`config.mk`:
```
export PLATFORM = sky130hd
export DESIGN_NAME = vector_add_arbiter
export DESIGN_NICKNAME = d
export VERILOG_FILES = /design/src/rtl/vector_add_arbiter.sv
export SDC_FILE = /design/constraint.sdc
export NUM_CORES = 1
export LEC_CHECK = 0
export ABC_AREA = 0
export CAP_MARGIN = 20
export CORE_AREA = 2 2 341 343
export DETAILED_ROUTE_END_ITERATION = 16
export DIE_AREA = 0 0 343 345
export SYNTH_ARGS = -nofsm -noshare
export SYNTH_HDL_FRONTEND = slang
export SYNTH_SLANG_ARGS = --single-unit
export TNS_END_PERCENT = 20
```
`constraint.sdc`:
```
create_clock -name clk -period 4.3 [get_ports clk]
set_input_delay 0.645 -clock clk [delete_from_list [all_inputs] [get_ports clk]]
set_output_delay 0.645 -clock clk [all_outputs]
set_load 0.1 [all_outputs]
```
`src/rtl/vector_add_arbiter.sv`:
```
// Round-robin arbiter sharing one vector_add datapath between NUM_REQ requesters.
// Latency: one cycle from request accept to resp_valid; result is combinational from the operand register.
// Backpressure: the response is held until resp_ready; no request is accepted while it is held.
// Optional sticky overflow flag (ovf_sticky/ovf_clear) is built when VECTOR_ADD_ARB_STICKY_OVF_EN is defined.

package fixed_point;
    // Q16.16 signed fixed point
    typedef logic [31:0] fixed_point_t;
endpackage

package vector;
    typedef struct packed {
        fixed_point::fixed_point_t x;
        fixed_point::fixed_point_t y;
        fixed_point::fixed_point_t z;
    } vector_t;
endpackage

// Wrapping Q16.16 add; overflow flags a signed result that does not fit.
module fixed_point_add (
    input  fixed_point::fixed_point_t a,
    input  fixed_point::fixed_point_t b,
    output fixed_point::fixed_point_t sum,
    output logic                      overflow
);
    assign sum      = a + b;
    // Signed overflow: operands agree in sign but the sum does not.
    assign overflow = (a[31] == b[31]) && (sum[31] != a[31]);
endmodule

// Per-axis fixed-point add of two vectors.
module vector_add (
    input  vector::vector_t a,
    input  vector::vector_t b,
    output vector::vector_t sum,
    output logic            overflow
);
    logic ovf_x;
    logic ovf_y;
    logic ovf_z;

    fixed_point_add u_add_x (.a(a.x), .b(b.x), .sum(sum.x), .overflow(ovf_x));
    fixed_point_add u_add_y (.a(a.y), .b(b.y), .sum(sum.y), .overflow(ovf_y));
    fixed_point_add u_add_z (.a(a.z), .b(b.z), .sum(sum.z), .overflow(ovf_z));

    assign overflow = ovf_x | ovf_y | ovf_z;
endmodule

module vector_add_arbiter #(
    parameter int NUM_REQ = 4,
    parameter int ID_W    = $clog2(NUM_REQ)
) (
    input  logic                              clk,
    input  logic                              rst,
    input  logic [NUM_REQ-1:0]                req_valid,
    output logic [NUM_REQ-1:0]                req_ready,
    input  vector::vector_t [NUM_REQ-1:0]     req_op1,
    input  vector::vector_t [NUM_REQ-1:0]     req_op2,
    output logic                              resp_valid,
    input  logic                              resp_ready,
    output logic [ID_W-1:0]                   resp_id,
    output vector::vector_t                   resp_result,
    output logic                              resp_overflow
`ifdef VECTOR_ADD_ARB_STICKY_OVF_EN
    ,
    output logic                              ovf_sticky,
    input  logic                              ovf_clear
`endif
);
    typedef logic [ID_W-1:0] id_t;

    localparam logic [0:0]  IDLE      = 1'b0;
    localparam logic [0:0]  HOLD      = 1'b1;
    localparam logic [ID_W:0] NUM_REQ_W = (ID_W+1)'(NUM_REQ);
    localparam id_t         LAST_ID   = id_t'(NUM_REQ - 1);

    logic [0:0]      state;
    id_t             ptr;
    id_t             tag_q;
    vector::vector_t op1_q;
    vector::vector_t op2_q;

    logic            accept_ok;
    logic            accept;
    logic            grant_found;
    id_t             grant_id;
    logic [ID_W:0]   cand;

    assign accept_ok = (state == IDLE) || ((state == HOLD) && resp_ready);
    assign accept    = grant_found && accept_ok && !rst;

    // Search from ptr upwards, wrapping, for the first valid requester.
    always_comb begin
        grant_found = 1'b0;
        grant_id    = '0;
        cand        = '0;
        for (int k = 0; k < NUM_REQ; k++) begin
            cand = {1'b0, ptr} + (ID_W+1)'(k);
            if (cand >= NUM_REQ_W) begin
                cand = cand - NUM_REQ_W;
            end
            if (!grant_found && req_valid[cand[ID_W-1:0]]) begin
                grant_found = 1'b1;
                grant_id    = cand[ID_W-1:0];
            end
        end
    end

    // Only the winner sees ready, and only when the operand register can take it.
    always_comb begin
        req_ready           = '0;
        req_ready[grant_id] = accept;
    end

    // Control state: load on accept, drop to IDLE on a bare release.
    always_ff @(posedge clk) begin
        if (rst) begin
            state <= IDLE;
            ptr   <= '0;
        end else if (accept) begin
            state <= HOLD;
            ptr   <= (grant_id == LAST_ID) ? id_t'(0) : grant_id + 1'b1;
        end else if ((state == HOLD) && resp_ready) begin
            state <= IDLE;
        end
    end

    // Operand and tag capture for the winning requester.
    always_ff @(posedge clk) begin
        if (rst) begin
            op1_q <= '0;
            op2_q <= '0;
            tag_q <= '0;
        end else if (accept) begin
            op1_q <= req_op1[grant_id];
            op2_q <= req_op2[grant_id];
            tag_q <= grant_id;
        end
    end

    vector_add u_vector_add (
        .a       (op1_q),
        .b       (op2_q),
        .sum     (resp_result),
        .overflow(resp_overflow)
    );

    // A held result is hidden during reset so it can never be handshaken.
    assign resp_valid = (state == HOLD) && !rst;
    assign resp_id    = tag_q;

`ifdef VECTOR_ADD_ARB_STICKY_OVF_EN
    // Accumulate overflow of delivered results; a new overflow beats a clear.
    always_ff @(posedge clk) begin
        if (rst) begin
            ovf_sticky <= 1'b0;
        end else if (resp_valid && resp_ready && resp_overflow) begin
            ovf_sticky <= 1'b1;
        end else if (ovf_clear) begin
            ovf_sticky <= 1'b0;
        end
    end
`endif

endmodule

```
==> results.cfg <==
[drt]
met1_length_um = 48800
routed_wirelength_um = 111100
detail-route-antenna-nets = 0
wl_met2_um = 53820
drt_iter0_drc = 1630
topRoutingLayerUsed = met5
vias = 22090
routedWlPerCell_um = 22.63
wl_met3_um = 6743
drc = 0
drt_first_pass_iters = 7
via_per_inst = 4.498

[finish]
layout.nets = 4241
final_cell_area_mm2 = 0.02902
area_growth_pct = 65.93
drive_above_1_share = 0.1119

[clock_tree]
clock_tree.root_cell = clkbuf_16
numCtsBuffers = 17
cts_buffer_depth = 2
clk_pin_slew_ns = 0.08
htree_num_levels = 4
postCtsHoldBufs = 0
clk_latency_ns = 0.52
cts_tree = yes
clock_sinks = 197

[critical_path]
cp_slowest_cell = fa_1
cp_cell_sequence = ha_1 > fa_1 > a211oi_2 > o211ai_1 > a41oi_2 > nor4_4 > o21ai_0 > a211oi_2 > a211oi_1 > xnor2_1 > buf_12
crit_top_cell = a211oi_2
critPathMaxFanout = 4
cp.required_ns = 3.65
crit_path_max_incr_delay_ns = 0.45
rr_worst_depth = 9
crit_family = compound AO/OA/AOI/OAI gates
path_buf_inv = 1
crit_type = reg -> out
start_kind = flip-flop
critPathCaptureType = output pin
cp_num_cells = 11
arrival_ns = 3.50

[synthesis]
yosys.area.top_type = dfxtp_1
async_flop_share = 0
synth_common_cells = 799 x nand2_1, 369 x nand3_1, 197 x dfxtp_1
synth.most_common_cell = nand2_1
syn_avg_cell_area_um2 = 6.699
seq_area_frac_synth = 0.2255
synth_top_cells_by_area = dfxtp_1 23%, nand2_1 17%, nand3_1 11%, a31o_2 7.9%, ha_1 6.9%
synth_edf_count = 0
yosysWarnings = 0
synth.net_count = 3486
syn_inst = 2611
syn_area_mm2 = 0.01749
ys_ff_latch = 197
synth_ff_type = dfxtp_1
synth_top_area_share = 0.2255
ys_types = 74

[timing]
fin_tns_setup_ns = 0
rsz0062_at_grt = true
fin_skew_ns = 0.01828
tightest_slew_ns = 1.037
fmax_mhz = 241.1
min_period_over_period = 0.9645
hold_viol = 0
drv_slew = 0
finalSetupViolCount = 0
slew_headroom = 0.3066
period_needed_ns = 4.147

[hold_path]
hp-class = reg -> reg
whs_path_depth = 2

[run]
drv_cap = 0

[grt]
antenna_found_initial = 26
grt_max_degree = 120
grt_remaining_overflow = 0
grt_pass1_vias = 20970
grt_first_pass_wirelength_um = 151900
grtUsageTotal = 0.1784

[die]
fp.coreArea_mm2 = 0.1151
dieArea_mm2 = 0.1183
start_util = 0.1520
placementRows = 125
die_h_um = 345
die_w_um = 343
top_level_ports = 879

[pwr]
power.density_mw_per_mm2 = 443.2
total_power_uw = 12860
max-vdd-ir-drop_uv = 329.5
p_leak_uw = 0.01170

[placed_design]
hpwlAfterDp_um = 91030
gp_congestion = 0.9357
placed_cell_area_mm2 = 0.02834
io_buffers = 878

[outcome]
status = complete, no violations
[what timing repair did]
item | in CTS | in global routing
hold endpoints to repair | 0 | 0
gates resized for setup | 4 | 18
buffers inserted | 1 | 1
pin swaps | 1 | 7
setup endpoints to repair | 11 | 16
[registers in the layout, indices dropped and copies added, names as in the netlist]
| register | flops |
|---|---|
| op2_q | 96 |
| ptr | 2 |
| state | 1 |
| op1_q | 96 |
| resp_id | 2 |
[cell usage in the layout, fill, tap and decap left out, drive strengths merged, types with 15 or more instances in the layout]
cell,synthesis,final
a211oi,15,15
a21o,33,33
a21oi,146,146
a31o,159,159
buf,25,150
clkbuf,169,20
clkdlybuf4s50,0,779
dfxtp,197,197
ha,97,97
inv,33,38
mux2i,25,25
nand2,799,799
nand3,369,369
nor2,43,43
nor3,20,20
nor3b,158,158
o21ai,76,76
xnor2,58,58
xor2,22,22
[power breakdown]
part	total, uW	internal [uW]	leakage, uW	switching [uW]
combinational	8850	2920	0.00981	5930
clock	1640	748	0.000255	896
sequential	2370	2120	0.00164	244
total	12900	5790	0.0117	7070
[worst reg2reg max path: cells and delay by family, from the launching register on]
family | cells | cell delay (ns)
flip-flops | 1 | 0.34
AND/OR/NAND/NOR | 1 | 0.15
multiplexers | 1 | 0.26
buffers and inverters | 4 | 1.12
AO/OA/AOI/OAI | 3 | 0.65
[kinds of logic (layout without fill, tap and decap cells)]
kind of cell | count (synthesis) | in the layout | synth area share
other cells | 0 | 7 | 0
flops | 197 | 197 | 0.2255
simple gates | 1460 | 1460 | 0.3868
mux | 25 | 25 | 0.01431
compound gates | 522 | 522 | 0.2112
xor+xnor | 80 | 80 | 0.04006
fa+ha+maj | 100 | 100 | 0.07282
buf+inv | 227 | 995 | 0.04928
[final cells by class]
cell class              count  area [um2]
fillers                 12780       86090
multi-input cells        2187       12830
repair buffers            930        9658
flip-flops and latches    197        3944
well taps                1524        1907
clock buffers              19       432.9
inverters                  33       138.9
clock inverters            13       98.84
diodes                      7       17.52
[through the flow]
stage	utilization	setup slack, ns	hold slack (ns)	std cells
after floorplan	-	-0.4918	0.4400	2611
after global placement	0.2459	0.4790	0.4308	4868
after CTS	0.2511	-0.02957	0.4493	4902
after global routing	0.2520	-0.04734	0.4762	4905
after detailed placement	0.2462	0.4491	0.4359	4869
final	0.2521	0.1527	0.4499	4910
[layer usage]
metal	GRT usage	vias to the layer above
li1	-	10710
met1	0.2294	10480
met2	0.3077	781
met3	0.03638	95
met4	0.03190	14
met5	0	-
[path summary, 6_finish.rpt]
path | from | endpoint | slack, ns
worst max-delay path | op1_q[32] | resp_result[58] | 0.15
worst min-delay path | resp_id[1] | resp_id[1] | 0.45
worst max register to register | ptr[0] | op1_q[46] | 1.63
worst min register to register | resp_id[1] | resp_id[1] | 0.45
Note: power is estimated with default switching activity, not from simulation.
